--- src/rtl/instr_fetch_pkg.sv ---
// Shared configuration header for the multi-cycle datapath: opcode/func
// encodings, controller states, IR field positions, NOP and fetch FSM states.
package instr_fetch_pkg;

  // Existing opcode encodings
  localparam logic [5:0] OP_RTYPE = 6'h00;
  localparam logic [5:0] OP_J     = 6'h02;
  localparam logic [5:0] OP_BEQ   = 6'h04;
  localparam logic [5:0] OP_ADDI  = 6'h08;
  localparam logic [5:0] OP_LW    = 6'h23;
  localparam logic [5:0] OP_SW    = 6'h2B;

  // Existing R-type func encodings
  localparam logic [5:0] FN_ADD = 6'h20;
  localparam logic [5:0] FN_SUB = 6'h22;
  localparam logic [5:0] FN_AND = 6'h24;
  localparam logic [5:0] FN_OR  = 6'h25;
  localparam logic [5:0] FN_SLT = 6'h2A;

  // Existing main-controller states
  typedef enum logic [2:0] {
    C_FETCH, C_DECODE, C_EXEC, C_MEM, C_WB, C_PCUPD
  } ctrl_state_e;

  // IR field bit positions
  localparam int IR_OP_HI  = 31;
  localparam int IR_OP_LO  = 26;
  localparam int IR_RS_HI  = 25;
  localparam int IR_RS_LO  = 21;
  localparam int IR_RT_HI  = 20;
  localparam int IR_RT_LO  = 16;
  localparam int IR_RD_HI  = 15;
  localparam int IR_RD_LO  = 11;
  localparam int IR_FN_HI  = 5;
  localparam int IR_FN_LO  = 0;
  localparam int IR_IMM_HI = 15;
  localparam int IR_IMM_LO = 0;

  // Instruction loaded into the IR when a fetch is aborted
  localparam logic [31:0] NOP = 32'h0000_0000;

  // Fetch FSM states
  typedef enum logic [1:0] {
    IF_IDLE, IF_WAIT, IF_ABORT
  } ifetch_state_e;

  // Sequential or branch successor of a PC; +4 wraps modulo 2^32
  function automatic logic [31:0] next_pc(input logic [31:0] cur,
                                          input logic        src,
                                          input logic [31:0] tgt);
    return src ? tgt : cur + 32'd4;
  endfunction

endpackage

--- src/rtl/ifetch_timer.sv ---
// Fetch timeout counter. Counts enabled cycles since the last clear; expired
// is high during the LIMIT-th enabled cycle, i.e. the last one allowed.
module ifetch_timer #(
  parameter int LIMIT = 15
) (
  input  logic clk,
  input  logic reset,
  input  logic clear,
  input  logic enable,
  output logic expired
);

  localparam logic [7:0] LAST = 8'(LIMIT - 1);

  logic [7:0] cnt;

  // Count enabled cycles, saturating at the last allowed cycle
  always_ff @(posedge clk or negedge reset) begin
    if (!reset)                 cnt <= 8'd0;
    else if (clear)             cnt <= 8'd0;
    else if (enable && !expired) cnt <= cnt + 8'd1;
  end

  assign expired = enable && (cnt == LAST);

endmodule

--- src/rtl/instr_fetch.sv ---
// Instruction fetch unit: PC register, IR, and an IDLE/WAIT/ABORT fetch FSM
// talking to an ack-based instruction memory with a timeout.
// Optional build macro IFETCH_ALIGN_CHECK_EN: a misaligned PC aborts the
// fetch without touching memory. Without it the low address bits are forced
// to zero and no alignment error exists.
module instr_fetch
  import instr_fetch_pkg::*;
#(
  parameter logic [31:0] RESET_PC     = 32'h0000_0000,
  parameter int          IMEM_TIMEOUT = 15
) (
  input  logic        clk,
  input  logic        reset,
  input  logic        fetch_req,
  input  logic        pc_inc,
  input  logic        pcsrc,
  input  logic [31:0] branch_target,
  output logic        imem_req,
  output logic [31:0] imem_addr,
  input  logic        imem_ack,
  input  logic [31:0] imem_rdata,
  output logic [31:0] pc,
  output logic [31:0] pc_plus4,
  output logic [31:0] instr,
  output logic [5:0]  opcode,
  output logic [5:0]  func,
  output logic [4:0]  rs,
  output logic [4:0]  rt,
  output logic [4:0]  rd,
  output logic [15:0] imm,
  output logic        instr_valid,
  output logic        busy,
  output logic        fetch_err
);

  ifetch_state_e state_q, state_d;

  logic [31:0] pc_q, pc_d;
  logic [31:0] ir_q, ir_d;
  logic        vld_q, vld_d;
  logic        busy_q, busy_d;
  logic        err_q, err_d;
  logic        req_q, req_d;
  logic [31:0] addr_q, addr_d;
  // single pending PC-update slot, filled while a fetch is outstanding
  logic        pend_q, pend_d;
  logic        pend_src_q, pend_src_d;
  logic [31:0] pend_tgt_q, pend_tgt_d;
  // fetch held back one cycle because a PC update arrived with it
  logic        defer_q, defer_d;

  logic        fetch_go;
  logic [31:0] pc_mid, pc_done;
  logic        tmr_clr, tmr_en, tmr_expired;

  assign tmr_en  = (state_q == IF_WAIT);
  assign tmr_clr = (state_q != IF_WAIT);

  ifetch_timer #(.LIMIT(IMEM_TIMEOUT)) u_timer (
    .clk     (clk),
    .reset   (reset),
    .clear   (tmr_clr),
    .enable  (tmr_en),
    .expired (tmr_expired)
  );

  // PC at fetch completion: pending update first, then any strobe arriving now
  assign pc_mid   = pend_q ? next_pc(pc_q, pend_src_q, pend_tgt_q) : pc_q;
  assign pc_done  = pc_inc ? next_pc(pc_mid, pcsrc, branch_target) : pc_mid;
  assign fetch_go = fetch_req | defer_q;

  // Fetch FSM state register
  always_ff @(posedge clk or negedge reset) begin
    if (!reset) state_q <= IF_IDLE;
    else        state_q <= state_d;
  end

  // Next state and next values of all registered outputs
  always_comb begin
    state_d    = state_q;
    pc_d       = pc_q;
    ir_d       = ir_q;
    vld_d      = vld_q;
    busy_d     = busy_q;
    err_d      = err_q;
    req_d      = req_q;
    addr_d     = addr_q;
    pend_d     = pend_q;
    pend_src_d = pend_src_q;
    pend_tgt_d = pend_tgt_q;
    defer_d    = 1'b0;
    case (state_q)
      IF_IDLE: begin
        if (pc_inc) begin
          // PC update wins; a simultaneous fetch goes out next cycle at new PC
          pc_d    = next_pc(pc_q, pcsrc, branch_target);
          defer_d = fetch_go;
        end else if (fetch_go) begin
          busy_d = 1'b1;
          vld_d  = 1'b0;
          err_d  = 1'b0;
`ifdef IFETCH_ALIGN_CHECK_EN
          if (pc_q[1:0] != 2'b00) begin
            state_d = IF_ABORT;
            err_d   = 1'b1;
            ir_d    = NOP;
          end else begin
            state_d = IF_WAIT;
            req_d   = 1'b1;
            addr_d  = pc_q;
          end
`else
          state_d = IF_WAIT;
          req_d   = 1'b1;
          addr_d  = {pc_q[31:2], 2'b00};
`endif
        end
      end
      IF_WAIT: begin
        if (imem_ack) begin
          state_d = IF_IDLE;
          ir_d    = imem_rdata;
          vld_d   = 1'b1;
          req_d   = 1'b0;
          busy_d  = 1'b0;
          pc_d    = pc_done;
          pend_d  = 1'b0;
        end else begin
          if (pc_inc) begin
            pend_d     = 1'b1;
            pend_src_d = pcsrc;
            pend_tgt_d = branch_target;
          end
          if (tmr_expired) begin
            state_d = IF_ABORT;
            req_d   = 1'b0;
            ir_d    = NOP;
            err_d   = 1'b1;
          end
        end
      end
      IF_ABORT: begin
        state_d = IF_IDLE;
        vld_d   = 1'b1;
        busy_d  = 1'b0;
        pc_d    = pc_done;
        pend_d  = 1'b0;
      end
      default: state_d = IF_IDLE;
    endcase
  end

  // Datapath registers; reset drops any fetch in flight
  always_ff @(posedge clk or negedge reset) begin
    if (!reset) begin
      pc_q       <= RESET_PC;
      ir_q       <= 32'h0;
      vld_q      <= 1'b0;
      busy_q     <= 1'b0;
      err_q      <= 1'b0;
      req_q      <= 1'b0;
      addr_q     <= RESET_PC;
      pend_q     <= 1'b0;
      pend_src_q <= 1'b0;
      pend_tgt_q <= 32'h0;
      defer_q    <= 1'b0;
    end else begin
      pc_q       <= pc_d;
      ir_q       <= ir_d;
      vld_q      <= vld_d;
      busy_q     <= busy_d;
      err_q      <= err_d;
      req_q      <= req_d;
      addr_q     <= addr_d;
      pend_q     <= pend_d;
      pend_src_q <= pend_src_d;
      pend_tgt_q <= pend_tgt_d;
      defer_q    <= defer_d;
    end
  end

  assign pc          = pc_q;
  assign pc_plus4    = pc_q + 32'd4;
  assign instr       = ir_q;
  assign instr_valid = vld_q;
  assign busy        = busy_q;
  assign fetch_err   = err_q;
  assign imem_req    = req_q;
  assign imem_addr   = addr_q;

  assign opcode = ir_q[IR_OP_HI:IR_OP_LO];
  assign rs     = ir_q[IR_RS_HI:IR_RS_LO];
  assign rt     = ir_q[IR_RT_HI:IR_RT_LO];
  assign rd     = ir_q[IR_RD_HI:IR_RD_LO];
  assign func   = ir_q[IR_FN_HI:IR_FN_LO];
  assign imm    = ir_q[IR_IMM_HI:IR_IMM_LO];

endmodule

--- config.mk ---
export PLATFORM = sky130hd
export DESIGN_NAME = instr_fetch
export DESIGN_NICKNAME = d
export VERILOG_FILES = /design/src/rtl/instr_fetch_pkg.sv /design/src/rtl/ifetch_timer.sv /design/src/rtl/instr_fetch.sv
export SDC_FILE = /design/constraint.sdc
export NUM_CORES = 1
export LEC_CHECK = 0
export ABC_CLOCK_PERIOD_IN_PS = 3400
export CAP_MARGIN = 20
export CORE_MARGIN = 4
export CORE_UTILIZATION = 25
export DETAILED_ROUTE_END_ITERATION = 10
export GPL_ROUTABILITY_DRIVEN = 0
export PLACE_DENSITY_LB_ADDON = 0.2
export SLEW_MARGIN = 20
export SYNTH_ARGS = -nofsm -noshare
export SYNTH_HDL_FRONTEND = slang
export SYNTH_SLANG_ARGS = --single-unit
--- constraint.sdc ---
create_clock -name clk -period 3.4 [get_ports clk]
set_clock_uncertainty 0.1 [all_clocks]
set_input_delay 0.68 -clock clk [delete_from_list [all_inputs] [get_ports clk]]
set_output_delay 0.68 -clock clk [all_outputs]
set_load 0.03 [all_outputs]
* After elaboration in Yosys (flattened, before gate mapping)
Index checks and enable logic that the tools add are counted.
** Word-level totals
- Flip-flop bits (word level) :: 143
- Bits in latches :: 0
- RAM bits :: 0
- Memory bits (read-only) :: 0
- Bits of input ports :: 70
- Output and inout bits :: 175
- Logic and storage cells :: 85
- Memories kept :: 0
** Cells by class
- Add/subtract/negate cells :: 3
- Multipliers :: 0
- Divide/modulo/power cells :: 0
- Magnitude comparators :: 0
- Equal/unequal tests :: 12
- Shift-type cells :: 0
- Multiplexer cells :: 36
- Bitwise logic cells :: 3
- Reductions and logical operators :: 18
** Operators with widths (count)
- $mux 32 :: 9
- $pmux 32 s3 :: 1
- $add 32x3->32 const B :: 2
- $mux 8 :: 2
- $mux 1 :: 14
- $ne 2x2->1 const B :: 6
- $reduce_and 3->1 :: 4
- $add 8x1->8 const B :: 1
- $eq 8x4->1 const B :: 1
- $mux 2 :: 4
- $reduce_and 4->1 :: 2
- $reduce_bool 2->1 :: 4
- $ne 3x3->1 const B :: 2
- $pmux 1 s2 :: 3
- $pmux 1 s3 :: 2
- $reduce_and 5->1 :: 1
- $pmux 2 s2 :: 1
- $reduce_and 2->1 :: 2
- $reduce_bool 3->1 :: 1
- $eq 2x1->1 const B :: 1
- $eq 2x2->1 const B :: 1
- $logic_and 1x1->1 :: 2
- $logic_not 2->1 :: 1
- $ne 2x1->1 const B :: 1
- other kinds (3) :: 4

* Logic depth before layout (Yosys ltp)
- Word-level depth :: 8
- Depth in mapped cells :: 14

* Hierarchy
A second synthesis with hierarchy kept.
** Second synthesis, totals
- Cell total of the unflattened synthesis :: 1030
- Area total of the unflattened synthesis :: 9501.6 um^2
** By module, submodules not included
- instr_fetch :: instances 1, cells an instance 981, area each 9027.4 um^2, sequential area each 3378.2 um^2
- ifetch_timer :: instances 1, cells an instance 49, area each 474.2 um^2, sequential area each 200.2 um^2

* Worst setup path after synthesis
No wires, ideal clock.
- Path type :: reg2reg
- Start :: register pc_q[2] (netlist: pc[2])
- End :: register pc_q[24] (netlist: pc[24])
- Library setup time :: 126 ps
- Data arrival time :: 3701 ps
- Slack :: -527 ps
- Stages on the path, launching flop included :: 13
- Path buffers :: 2
- Period minus slack after synthesis :: 3927 ps
- Cell sequence :: dfrtp_1 -> ha_1 -> buf_4 -> nand2_1 -> nor4_1 -> mux2i_1 -> nand3_1 -> or4_1 -> clkbuf_1 -> or4_1 -> mux2i_1 -> a21oi_1 -> a221o_1
** On the way
- Longest elaborated chain between the ends :: 8
- Elaborated cells on any way between the ends :: 10
** RTL lines
- start, declared :: RTL line instr_fetch.sv:38 : logic [31:0] pc_q, pc_d;
- start signal, assigned :: RTL line instr_fetch.sv:168 : pc_q <= pc_d;
- $add 32x3->32 :: RTL line instr_fetch_pkg.sv:51 : return src ? tgt : cur + 32'd4;
- $mux 32 :: RTL line instr_fetch_pkg.sv:51
- $mux 32 :: RTL line instr_fetch.sv:68 : assign pc_mid = pend_q ? next_pc(pc_q, pend_src_q, pend_tgt_q) : pc_q;
- $add 32x3->32 :: RTL line instr_fetch_pkg.sv:51
- $mux 32 :: RTL line instr_fetch_pkg.sv:51
- $mux 32 :: RTL line instr_fetch.sv:69 : assign pc_done = pc_inc ? next_pc(pc_mid, pcsrc, branch_target) : pc_mid;
- $mux 32 :: RTL line instr_fetch.sv:120 : if (imem_ack) begin
- $pmux 32 s3 * :: RTL line instr_fetch.sv:92 : case (state_q)
Every way passes the cells marked *; elsewhere a longest branch is shown, timed or not. The select of a mux whose other input is x is not followed.
A chain may end at the register's enable or synchronous reset.

* Worst setup path in the final report
- Start :: register pc_q[9] (netlist: pc[9])
- End :: register pc_q[31] (netlist: pc[31])
Same word-level chain as after synthesis.

==> flow_summary.ini <==
[clock_tree]
clk_transition_reported_paths_ps = 70
htree_levels = 4
tritoncts = built
insertion_delay_ps = 460
clock_tree_buffer_depth = 2
cts-buffers-inserted = 17
cts.root.buffer_cell = clkbuf_16
cts-hold-fix-buffers = 0
clock_sinks = 143

[sta]
fin_ws_ps = 44.8
timing.max_slew.rel_slack_pct = 51.8
worstMarginPinSlew_ps = 721
timing.fmax_mhz = 298
hold_worst_slack_ps = 89.4
finalHoldViolCount = 0
period_minus_slack_ps = 3360
setup_tns_ps = 0
maxSlewViolCount = 0
setup_viol = 0
period_share_pct = 98.7
grt_setup_unrepaired = true

[pwr]
power_mw = 15.0
p_leak_nw = 5.87
pwr_density_cell_mw_per_mm2 = 1050
vdd_ir_drop_max_mv = 0.502

[detailed_routing]
drc = 0
routed-via-count = 9643
detail-route-antenna-nets = 0
routed_wl_mm = 39.4
routed_wire_length_per_instance_um = 21.1
drt_pre_antenna_iters = 5
dr.first_iter.drc_count = 675
vias_per_cell = 5.16

[synthesis]
mappedNetlistArea_mm2 = 0.00955
ys_async_sr_fraction_pct = 100
synth_flop_cell = dfrtp_1
postSynthRegisterBits = 143
yosysWarnings = 0
number_of_different_library_cells_in_the_post_synthesis_netlist = 80
synth_enable_flop_cells = 0
avgSynthCellArea_um2 = 9.05
netlist_instances = 1055
synth-seq-area-share_pct = 37.5

[worst_setup_path]
cp-start-kind = flip-flop
cell_by_cell_trace_of_the_critical_path = buf_6 -> nand3_4 -> buf_4 -> nor4_4 -> buf_4 -> buf_4 -> a311oi_1 -> nor3_1 -> nand4bb_1 -> or4_4 -> o41a_1 -> o22ai_2
crit_path_end_kind = flip-flop
cp_common_cell = buf_4
crit_slowest_cell = or4_4
max_stage_delay_ps = 600
critical_path_peak_fanout = 5
cp.arrival_ps = 3630
worst-r2r-setup-slack_ps = 40
cp_delay_by_family_top = simple AND/OR/NAND/NOR gates
critPathBufInv = 4
timing_worst_setup_path_type = flip-flop to flip-flop
cp_data_required_time_ps = 3670

[run]
maxCapViolations = 0

[finish]
area_growth_syn_to_layout_pct = 49.2
antenna_cells_inserted = 0
final_cell_count_no_fill = 1869
post_route_cells_drive_above_1_share_pct = 26.5
finalNetCount = 1423
postLayoutCellArea_mm2 = 0.0142
final_core_util_pct = 37.8

[floorplanning]
placeable_core_region_mm2 = 0.0377
die_area_mm2 = 0.0414
number_of_rows_in_the_core_area = 71
io_pins = 245
die_x_um = 203
floorplan.initialDensity_pct = 25.3
fp.dieH_um = 203

[placed_design]
dp_worst_setup_slack_ps = -197
buffer_ports.inserted = 242
placed_cells = 1816
postPlaceCellArea_mm2 = 0.0133
detailedPlacementHpwl_mm = 29.9

[grt]
grt-ovfl-total = 0
grt_pass1_wl_mm = 60.1
global_route.usage.total_pct = 18.7
grt_max_degree = 58
number_of_global_route_vias_before_repair = 9661
antenna_found_initial = 0

[hold_path]
hold_class = primary input to async pin

[run_status]
outcome = finished, final reports clean
## flip-flops by register name, summed over array words and instances, names as in the netlist, 2 cells and up
| register | count |
|---|---|
| imem_addr | 30 |
| state_q | 2 |
| pc | 32 |
| pend_tgt_q | 32 |
| u_timer.cnt | 8 |
| instr | 32 |
## report_power, final
| group | total [mW] | switching, mW | internal (mW) |
|---|---|---|---|
| Sequential | 3.22 | 0.731 | 2.49 |
| Clock | 1.91 | 0.877 | 1.03 |
| Combinational | 9.90 | 5.51 | 4.39 |
| Total | 15.0 | 7.11 | 7.91 |
## cells by family (layout without fill, tap and decap cells)
family / Yosys count / count (layout) / share of synthesized area (%)
muxes: 89 / 89 / 10.2
buffers and inverters: 158 / 460 / 8.40
other: 1 / 2 / 0.0393
adders and majority gates: 8 / 8 / 1.05
AOI/OAI and AO/OA: 285 / 285 / 21.4
xor gates and xnor gates: 33 / 33 / 3.03
DFF: 143 / 143 / 37.5
and+or+nand+nor: 338 / 338 / 18.4
## cell usage in the layout, fill, tap and decap left out, types with 6 or more instances in the layout
cell type and n:
o31ai_1 8, nand2_1 76, and3_1 12, ha_1 7, dfrtp_1 128, nor4_4 6, a211oi_1 6, o211ai_1 12
dfrtp_2 15, buf_12 22, clkbuf_16 17, nor2_1 72, nand3_1 45, xor2_1 8, buf_4 162, clkdlybuf4s50_1 218
mux2i_1 25, o21ai_0 62, nor3_1 16, a22o_1 40, o22ai_1 9, nand2b_1 8, o221ai_1 8, nor2b_1 6
xnor2_1 21, and2_1 10, a221oi_1 6, a21oi_1 39, nor4_1 6, inv_6 6, mux2_2 64, a22oi_1 20
inv_1 19, a31oi_1 8, nand4_1 25, or2_2 6
## per-layer routing
| layer | vias to the layer above | share of wire (%) | wire length (um) | GRT usage (%) |
|---|---|---|---|---|
| li1 | 4466 | - | - | - |
| met1 | 4763 | 43 | 17000 | 24.3 |
| met2 | 360 | 49 | 19100 | 31.2 |
| met3 | 54 | 5.4 | 2130 | 3.59 |
| met4 | 0 | 2.9 | 1150 | 6.87 |
| met5 | - | 0 | 0 | 0 |
## final timing paths
check | end | from | cells past startpoint
max | pc[31] | pc[9] | 12
min | pend_tgt_q[30] | reset | 1
max reg2reg | pc[31] | pc[9] | 12
min reg2reg | imem_addr[2] | imem_addr[2] | 2
max in group asynchronous | imem_addr[27] | reset | 2
min in group clk | imem_addr[2] | imem_addr[2] | 2
## cell usage after synthesis (all sizes together) (5+ instances only)
cell type / n / share of area (%)
dfrtp: 143 / 37
buf: 70 / 4.9
nor4: 13 / 1.0
nand3: 48 / 2.6
a221oi: 7 / 0.64
o221a: 5 / 0.59
xnor2: 24 / 2.2
mux2: 64 / 7.6
o221ai: 8 / 0.73
a221o: 5 / 0.52
or4: 8 / 0.75
clkbuf: 68 / 2.7
and4: 7 / 0.64
nor3b: 6 / 0.52
a22oi: 20 / 1.6
nor2b: 6 / 0.39
nor2: 75 / 2.9
o21ai: 64 / 3.4
o311ai: 5 / 0.46
and3: 12 / 0.79
nor3: 21 / 1.1
o211ai: 12 / 0.94
a22o: 40 / 3.7
a211oi: 6 / 0.47
a311oi: 5 / 0.52
a21oi: 40 / 2.1
nand4: 26 / 1.8
o22ai: 10 / 0.72
nand2b: 9 / 0.59
ha: 8 / 1.0
a31oi: 8 / 0.52
o31ai: 8 / 0.63
xor2: 9 / 0.83
nand2: 79 / 3.1
and2: 10 / 0.66
inv: 19 / 0.75
mux2i: 25 / 2.6
or2: 7 / 0.46
## timing repair
| item | CTS | global route |
|---|---|---|
| endpoints found under the setup margin | 19 | 22 |
| hold endpoints to repair | 0 | 0 |
| pin swaps | 2 | 11 |
| setup buffers | 4 | 17 |
| resized for setup | 21 | 26 |
## layout make-up
class | instances | area, um^2
Clock buffer | 17 | 425
Clock inverter | 15 | 146
Fill cell | 3878 | 23400
Inverter | 20 | 75.1
Multi-Input combinational cell | 755 | 5460
Sequential cell | 143 | 3600
Tap cell | 511 | 639
Timing Repair Buffer | 408 | 3900
(Power assumes the default switching activity.)
